--- src/rtl/cpu_fetch_queue_if.sv ---
// ---------------------------------------------------------------------------
// cpu_fetch_queue_if
//   Bundles the prefetch unit's memory-port handshake and its core-facing
//   instruction/redirect signals.
//
//   Memory side : mem_ce, mem_addr (to memory); mem_busy, mem_valid,
//                 mem_rdata (from memory).
//   Core side   : hold, iw_pop, redirect, redirect_pc (from core);
//                 fetch_idle, iw_valid, iw_data, iw_pc, pc_misaligned,
//                 count (to core).
//
//   modport master : the prefetch unit itself.
//   modport slave  : the environment (memory + core control).
// ---------------------------------------------------------------------------
interface cpu_fetch_queue_if #(
  parameter int unsigned ADDR_W = 23,
  parameter int unsigned DEPTH  = 4
);
  localparam int unsigned CNT_W = $clog2(DEPTH + 1);

  logic              mem_ce;
  logic [ADDR_W-1:0] mem_addr;
  logic              mem_busy;
  logic              mem_valid;
  logic [31:0]       mem_rdata;
  logic              hold;
  logic              fetch_idle;
  logic              iw_valid;
  logic [31:0]       iw_data;
  logic [ADDR_W-1:0] iw_pc;
  logic              iw_pop;
  logic              redirect;
  logic [ADDR_W-1:0] redirect_pc;
  logic              pc_misaligned;
  logic [CNT_W-1:0]  count;

  modport master (
    output mem_ce, mem_addr, fetch_idle, iw_valid, iw_data, iw_pc,
           pc_misaligned, count,
    input  mem_busy, mem_valid, mem_rdata, hold, iw_pop, redirect,
           redirect_pc
  );

  modport slave (
    input  mem_ce, mem_addr, fetch_idle, iw_valid, iw_data, iw_pc,
           pc_misaligned, count,
    output mem_busy, mem_valid, mem_rdata, hold, iw_pop, redirect,
           redirect_pc
  );
endinterface

--- src/rtl/cpu_fetch_queue.sv ---
// ---------------------------------------------------------------------------
// cpu_fetch_queue
//   Instruction prefetch unit for the multi-cycle RV32 core. Keeps a
//   DEPTH-entry circular queue of {pc, iword} pairs, filled over the shared
//   memory ce/busy/valid handshake (at most one fetch outstanding) and
//   drained by control one instruction at a time via iw_pop. Yields the
//   memory port while hold is high and flushes on redirect.
//
//   Parameters:
//     ADDR_W   - fetch address width
//     DEPTH    - queue entries (1..16)
//     RESET_PC - first fetch address after reset
//
//   Ports:
//     clk      - clock
//     reset    - synchronous, active-low reset
//     bus      - cpu_fetch_queue_if.master (memory port + core interface)
//     stall_cycles, flush_count - performance counters, present only when
//                 FETCH_PERF_CNT_EN is defined
//
//   Optional build macro: FETCH_PERF_CNT_EN
//     stall_cycles : cycles with an empty queue outside HALT (saturating)
//     flush_count  : redirects that discarded queued or in-flight work
//                    (saturating)
// ---------------------------------------------------------------------------
module cpu_fetch_queue #(
  parameter int unsigned       ADDR_W   = 23,
  parameter int unsigned       DEPTH    = 4,
  parameter logic [ADDR_W-1:0] RESET_PC = '0
) (
  input  logic                    clk,
  input  logic                    reset,
  cpu_fetch_queue_if.master       bus
`ifdef FETCH_PERF_CNT_EN
  ,
  output logic [31:0]             stall_cycles,
  output logic [15:0]             flush_count
`endif
);

  localparam int unsigned CNT_W = $clog2(DEPTH + 1);
  localparam int unsigned PTR_W = (DEPTH > 1) ? $clog2(DEPTH) : 1;

  typedef enum logic [2:0] {
    S_IDLE,
    S_REQ,
    S_WAIT,
    S_WAIT_DISCARD,
    S_HALT
  } state_e;

  state_e            state_q, state_d;
  logic [ADDR_W-1:0] fetch_pc_q, fetch_pc_d;
  logic [PTR_W-1:0]  head_q, head_d;
  logic [PTR_W-1:0]  tail_q, tail_d;
  logic [CNT_W-1:0]  count_q, count_d;
  // Misaligned redirect seen while a response was still in flight: the
  // response is drained first, then the unit parks in HALT.
  logic              halt_pend_q, halt_pend_d;
  logic              mis_q, mis_d;

  logic [31:0]       data_q [DEPTH];
  logic [ADDR_W-1:0] pc_q   [DEPTH];

  logic redir_bad;
  logic can_issue;
  logic do_push;
  logic do_pop;

  function automatic logic [PTR_W-1:0] ptr_inc(input logic [PTR_W-1:0] p);
    if (p == PTR_W'(DEPTH - 1)) begin
      return '0;
    end
    return p + PTR_W'(1);
  endfunction

  assign redir_bad = bus.redirect && (bus.redirect_pc[1:0] != 2'b00);
  assign can_issue = !bus.hold && !bus.mem_busy;

  // Redirect outranks both queue operations; a pop on an empty queue is
  // ignored.
  assign do_push = (state_q == S_WAIT) && bus.mem_valid && !bus.redirect;
  assign do_pop  = bus.iw_pop && (count_q != '0) && !bus.redirect;

  // Queue pointers, occupancy and fetch PC.
  always_comb begin
    head_d     = head_q;
    tail_d     = tail_q;
    count_d    = count_q;
    fetch_pc_d = fetch_pc_q;
    mis_d      = redir_bad;

    if (bus.redirect) begin
      head_d     = '0;
      tail_d     = '0;
      count_d    = '0;
      fetch_pc_d = bus.redirect_pc;
    end else begin
      if (do_push) begin
        tail_d     = ptr_inc(tail_q);
        fetch_pc_d = fetch_pc_q + ADDR_W'(4);
      end
      if (do_pop) begin
        head_d = ptr_inc(head_q);
      end
      case ({do_push, do_pop})
        2'b10:   count_d = count_q + CNT_W'(1);
        2'b01:   count_d = count_q - CNT_W'(1);
        default: count_d = count_q;
      endcase
    end
  end

  // Fetch FSM. In IDLE there is never a fetch outstanding, so the issue rule
  // (count + outstanding < DEPTH) reduces to count < DEPTH. An aligned
  // redirect from IDLE/HALT issues straight away since the queue is being
  // emptied on the same edge.
  always_comb begin
    state_d     = state_q;
    halt_pend_d = halt_pend_q;

    case (state_q)
      S_IDLE: begin
        if (bus.redirect) begin
          if (redir_bad) begin
            state_d = S_HALT;
          end else if (can_issue) begin
            state_d = S_REQ;
          end
        end else if ((count_q < CNT_W'(DEPTH)) && can_issue) begin
          state_d = S_REQ;
        end
      end

      S_REQ: begin
        if (bus.redirect) begin
          state_d     = S_WAIT_DISCARD;
          halt_pend_d = redir_bad;
        end else begin
          state_d = S_WAIT;
        end
      end

      S_WAIT: begin
        if (bus.redirect) begin
          if (bus.mem_valid) begin
            state_d = redir_bad ? S_HALT : S_IDLE;
          end else begin
            state_d     = S_WAIT_DISCARD;
            halt_pend_d = redir_bad;
          end
        end else if (bus.mem_valid) begin
          state_d = S_IDLE;
        end
      end

      S_WAIT_DISCARD: begin
        if (bus.redirect) begin
          halt_pend_d = redir_bad;
        end
        if (bus.mem_valid) begin
          if (bus.redirect ? redir_bad : halt_pend_q) begin
            state_d = S_HALT;
          end else begin
            state_d = S_IDLE;
          end
          halt_pend_d = 1'b0;
        end
      end

      S_HALT: begin
        if (bus.redirect && !redir_bad) begin
          state_d = can_issue ? S_REQ : S_IDLE;
        end
      end

      default: state_d = S_IDLE;
    endcase
  end

  always_ff @(posedge clk) begin
    if (!reset) begin
      state_q     <= S_IDLE;
      fetch_pc_q  <= RESET_PC;
      head_q      <= '0;
      tail_q      <= '0;
      count_q     <= '0;
      halt_pend_q <= 1'b0;
      mis_q       <= 1'b0;
    end else begin
      state_q     <= state_d;
      fetch_pc_q  <= fetch_pc_d;
      head_q      <= head_d;
      tail_q      <= tail_d;
      count_q     <= count_d;
      halt_pend_q <= halt_pend_d;
      mis_q       <= mis_d;
    end
  end

  // Queue storage needs no reset: occupancy alone decides validity.
  always_ff @(posedge clk) begin
    if (do_push) begin
      data_q[tail_q] <= bus.mem_rdata;
      pc_q[tail_q]   <= fetch_pc_q;
    end
  end

  assign bus.mem_ce        = (state_q == S_REQ);
  assign bus.mem_addr      = fetch_pc_q;
  assign bus.fetch_idle    = (state_q == S_IDLE) || (state_q == S_HALT);
  assign bus.iw_valid      = (count_q != '0);
  assign bus.iw_data       = data_q[head_q];
  assign bus.iw_pc         = pc_q[head_q];
  assign bus.pc_misaligned = mis_q;
  assign bus.count         = count_q;

`ifdef FETCH_PERF_CNT_EN
  logic [31:0] stall_q;
  logic [15:0] flush_q;
  logic        flush_hit;

  // A redirect loses work if the queue holds entries or a fetch is in
  // flight that would otherwise have been kept (REQ/WAIT).
  assign flush_hit = bus.redirect &&
                     ((count_q != '0) || (state_q == S_REQ) || (state_q == S_WAIT));

  always_ff @(posedge clk) begin
    if (!reset) begin
      stall_q <= '0;
      flush_q <= '0;
    end else begin
      if ((count_q == '0) && (state_q != S_HALT) && (stall_q != '1)) begin
        stall_q <= stall_q + 32'd1;
      end
      if (flush_hit && (flush_q != '1)) begin
        flush_q <= flush_q + 16'd1;
      end
    end
  end

  assign stall_cycles = stall_q;
  assign flush_count  = flush_q;
`endif

endmodule

--- src/flat_wrapper.sv ---
// flat-port wrapper written by rule: the top's interface ports become plain ports
module cpu_fetch_queue_flat 
#(
  parameter int unsigned       ADDR_W   = 23,
  parameter int unsigned       DEPTH    = 4,
  parameter logic [ADDR_W-1:0] RESET_PC = '0
)
  (clk, reset, bus_mem_ce, bus_mem_addr, bus_fetch_idle, bus_iw_valid, bus_iw_data, bus_iw_pc, bus_pc_misaligned, bus_count, bus_mem_busy, bus_mem_valid, bus_mem_rdata, bus_hold, bus_iw_pop, bus_redirect, bus_redirect_pc);
  cpu_fetch_queue_if #(.ADDR_W(ADDR_W), .DEPTH(DEPTH)) bus_i ();
  input  logic clk;
  input  logic reset;
  output wire logic [$bits(bus_i.mem_ce)-1:0] bus_mem_ce;
  output wire logic [$bits(bus_i.mem_addr)-1:0] bus_mem_addr;
  output wire logic [$bits(bus_i.fetch_idle)-1:0] bus_fetch_idle;
  output wire logic [$bits(bus_i.iw_valid)-1:0] bus_iw_valid;
  output wire logic [$bits(bus_i.iw_data)-1:0] bus_iw_data;
  output wire logic [$bits(bus_i.iw_pc)-1:0] bus_iw_pc;
  output wire logic [$bits(bus_i.pc_misaligned)-1:0] bus_pc_misaligned;
  output wire logic [$bits(bus_i.count)-1:0] bus_count;
  input wire logic [$bits(bus_i.mem_busy)-1:0] bus_mem_busy;
  input wire logic [$bits(bus_i.mem_valid)-1:0] bus_mem_valid;
  input wire logic [$bits(bus_i.mem_rdata)-1:0] bus_mem_rdata;
  input wire logic [$bits(bus_i.hold)-1:0] bus_hold;
  input wire logic [$bits(bus_i.iw_pop)-1:0] bus_iw_pop;
  input wire logic [$bits(bus_i.redirect)-1:0] bus_redirect;
  input wire logic [$bits(bus_i.redirect_pc)-1:0] bus_redirect_pc;
  assign bus_mem_ce = bus_i.mem_ce;
  assign bus_mem_addr = bus_i.mem_addr;
  assign bus_fetch_idle = bus_i.fetch_idle;
  assign bus_iw_valid = bus_i.iw_valid;
  assign bus_iw_data = bus_i.iw_data;
  assign bus_iw_pc = bus_i.iw_pc;
  assign bus_pc_misaligned = bus_i.pc_misaligned;
  assign bus_count = bus_i.count;
  assign bus_i.mem_busy = bus_mem_busy;
  assign bus_i.mem_valid = bus_mem_valid;
  assign bus_i.mem_rdata = bus_mem_rdata;
  assign bus_i.hold = bus_hold;
  assign bus_i.iw_pop = bus_iw_pop;
  assign bus_i.redirect = bus_redirect;
  assign bus_i.redirect_pc = bus_redirect_pc;
  cpu_fetch_queue #(.ADDR_W(ADDR_W), .DEPTH(DEPTH), .RESET_PC(RESET_PC)) u_core (.clk(clk), .reset(reset), .bus(bus_i));
endmodule
--- config.mk ---
export PLATFORM = sky130hd
export DESIGN_NAME = cpu_fetch_queue_flat
export DESIGN_NICKNAME = d
export VERILOG_FILES = /design/src/rtl/cpu_fetch_queue_if.sv /design/src/rtl/cpu_fetch_queue.sv /design/src/flat_wrapper.sv
export SDC_FILE = /design/constraint.sdc
export NUM_CORES = 1
export LEC_CHECK = 0
export CAP_MARGIN = 10
export CORE_MARGIN = 4
export CORE_UTILIZATION = 41
export CTS_CLUSTER_SIZE = 14
export DETAILED_ROUTE_END_ITERATION = 10
export GPL_TIMING_DRIVEN = 1
export HOLD_SLACK_MARGIN = 0.06
export MAX_ROUTING_LAYER = met4
export PLACE_DENSITY = 0.69
export SLEW_MARGIN = 15
export SYNTH_ARGS = -nofsm -noshare
export SYNTH_HDL_FRONTEND = slang
export SYNTH_SLANG_ARGS = --single-unit
--- constraint.sdc ---
create_clock -name clk -period 2.8 [get_ports clk]
set_input_delay 0.28 -clock clk [delete_from_list [all_inputs] [get_ports clk]]
set_output_delay 0.28 -clock clk [all_outputs]
set_load 0.1 [all_outputs]
==> results.yml <==
status:
  status: "finished clean"
timing:
  rsz0062_at_grt: "no"
  max_freq_ghz: 0.402
  max_slew.worst_pin.slew_ns: 0.773
  slew_headroom_pct: 48.3
  slew_violations: 0
  skew_ns: 0.0143
  final.setup.tns_ns: 0
  min_period_ns: 2.49
  hold_viol_final: 0
  finalSetupViolCount: 0
  whs_ns: 0.345
  setup_ws_ns: 0.309
  fin_crit_sh_pct: 88.9
critical_path:
  worst_path_max_delay_cell: "dfxtp_4"
  critical_path_arrival_ns: 2.21
  r2r-start: "u_core.state_q[0]"
  critPathMaxFanout: 17
  path_cells: "buf_4, mux4_2, buf_4"
  critPathCaptureType: "output port"
  crit_family: "flip-flops"
  r2r-end: "u_core.bus.count[2]"
  path_buf_inv: 2
  cp_slowest_stage_delay_ns: 0.59
  cpMostUsedCell: "buf_4"
  crit_path_start_kind: "flip-flop"
  required_ns: 2.52
  reg2reg_slack_ns: 0.46
  reg2reg_depth: 10
  criticalPathCategory: "flip-flop to output port"
power_and_ir_drop:
  powerDensity_nw_per_um2: 714
  netSwitchingPower_w: 0.00237
  seqPwrFrac_pct: 48.9
  intPower_w: 0.00657
  worst_ir_drop_vdd_v: 0.000593
  p_leak_nw: 4.14
  finalPower_w: 0.00894
  comb_power_share_pct: 13.5
  clkPwrFrac_pct: 37.6
  switching_share_pct: 26.5
clocking:
  clkLatencyLatePin_ns: 0.52
  cts_hold_buf: 0
  post_cts_resized: 0
  clock_path_buffers: 3
  cts_made_buffers: 27
  postCtsSetupBuffers: 0
  htreeDepth: 1
  clk_pin_slew_ns: 0.06
  root_buffer: "clkbuf_16"
  clock_sinks: 257
  cts_tree: "built"
synthesis:
  yosysTopAreaCell: "edfxtp_1"
  seq_area_frac_synth_pct: 74.3
  synth_top_area_share_pct: 66.8
  ys_ff_latch: 257
  ys.flop_type: "edfxtp_1"
  synth_edf_count: 220
  synth_warnings: 0
  syn_area_per_cell_sq_um: 18.8
  syn-num-nets: 596
  synth_cell_types: 43
  synth_area_sq_um: 9890
  ys_top_cells_by_area: "edfxtp_1 67%, mux4_2 13%, dfxtp_1 7.5%"
  synthArstFlopShare_pct: 0
  netlist_instances: 526
final_layout:
  insertedDiodeCount: 0
  design_area_sq_um: 12500
  drive_above_1_share_pct: 29.1
  final_nets: 762
  area_growth_pct: 26.7
grt:
  grt_pass1_vias: 5803
  grt_pass1_wl_mm: 33.0
  grt_usage_pct: 16.4
  antenna_found_initial: 0
  grt.overflow.total: 0
  grt_max_degree: 44
die:
  die_w_um: 163
  rows: 56
  start_util_pct: 41.9
  io-pin-count: 147
  core_sq_um: 23600
  die_h_um: 163
  dieArea_sq_um: 26700
routing:
  vias_per_cell: 5.37
  dr_total_vias: 5539
  wl_per_cell_um: 20.8
  wirelength_mm: 21.5
  first_pass_iters: 5
  post-route-drc-count: 0
  drtIter0Drc: 456
  antenna_left: 0
worst_hold_path:
  min_from: "bus_redirect_pc[4]"
  whs_endpoint: "u_core.bus.mem_addr[4]"
  hp-class: "primary input to flip-flop"
  whs_path_depth: 3
placed_design:
  dp_slack_ns: 0.318
  dpl.hpwl_mm: 14.4
  placed_cell_area_sq_um: 11700
  place_congestion: 0.801
  portBuffers: 146
run:
  drv_cap: 0
## state kept, by name, indices dropped and copies added (netlist names), named ones only
register	cells
u_core.halt_pend_q	1
u_core.bus.mem_addr	23
u_core.data_q	128
u_core.head_q	2
u_core.tail_q	2
u_core.pc_q	92
u_core.state_q	3
u_core.bus.pc_misaligned	1
u_core.bus.count	3
## power groups by stage
stage          logic, W  registers [W]  clock network [W]
6_report        0.00121        0.00438            0.00336
5_1_grt         0.00126        0.00439            0.00362
4_1_cts         0.00121        0.00437            0.00344
3_5_place_dp    0.00121        0.00445                  0
3_3_place_gp    0.00118        0.00444                  0
2_1_floorplan  0.000754        0.00457                  0
## cell usage after synthesis (all sizes together), types with 2 or more instances
| master | instances |
|---|---|
| or3 | 10 |
| nand2 | 16 |
| o311a | 2 |
| a31oi | 13 |
| and2 | 2 |
| a211oi | 2 |
| nor2 | 15 |
| o21ai | 27 |
| edfxtp | 220 |
| xor2 | 8 |
| mux4 | 55 |
| clkbuf | 11 |
| nand4 | 7 |
| buf | 16 |
| nand3 | 9 |
| inv | 12 |
| nor2b | 2 |
| o32ai | 2 |
| a311oi | 2 |
| a21oi | 12 |
| ha | 7 |
| or4 | 7 |
| mux2i | 3 |
| dfxtp | 37 |
| and4 | 3 |
| o31ai | 8 |
| and3 | 5 |
## worst register-to-register path: stages, from the launching register on
cell	delay, ns
dfxtp_1	0.48
inv_1	0.18
nand4_1	0.23
nor2_1	0.06
inv_1	0.07
ha_1	0.18
inv_1	0.06
fa_1	0.37
xor2_1	0.16
or3_1	0.31
a21oi_1	0.15
## cell type report
cell class,count,area [sq um]
fillers,1850,11100
flip-flops and latches,257,7360
multi-input cells,230,2370
repair buffers,164,1510
clock buffers,39,762
well taps,319,399
clock inverters,10,80.1
inverters,12,45.0
## layout by cell type, fill, tap and decap left out, types with 10 or more instances in the layout
cell type / instances
nand2_1: 16
clkbuf_16: 28
edfxtp_1: 220
nor2_1: 15
a31oi_1: 13
a21oi_1: 12
buf_4: 93
inv_1: 12
dfxtp_1: 32
clkdlybuf4s50_1: 61
o21ai_0: 27
buf_12: 10
mux4_2: 55
## stage by stage
step | std cells | util (%)
floorplan | 526 | -
global placement | 982 | 49.5
detailed placement | 982 | 49.5
CTS | 1031 | 53.0
global route | 1031 | 53.0
finish | 1031 | 53.0
## cells by family (layout without fill, tap and decap cells)
group	Yosys count	after routing	share of synthesized area, %
mux	58	58	12.8
compound gates	74	74	4.66
simple gates	81	81	4.58
buf+inv	39	225	1.76
fa+ha+maj	8	8	1.09
flops	257	257	74.3
xor+xnor	9	9	0.797
## worst max path at each step
stage	depth (start not counted)	startpoint	end
2_1_floorplan	9	u_core.bus.count[0]	u_core.bus.count[2]
3_3_place_gp	9	bus_redirect	u_core.bus.count[2]
3_5_place_dp	5	bus_mem_valid	u_core.bus.mem_addr[22]
4_1_cts	3	flip-flop	bus_iw_data[26]
5_1_grt	3	flip-flop	bus_iw_data[25]
6_report	3	flip-flop	bus_iw_data[26]
## layer usage
metal	up-vias	GRT usage (%)	part of all wire, %
li1	2490	-	-
met1	2828	21.0	41
met2	193	27.8	52
met3	28	2.78	5.6
met4	0	3.81	1.5
met5	-	-	0
Power figures use the tool's default switching activity.
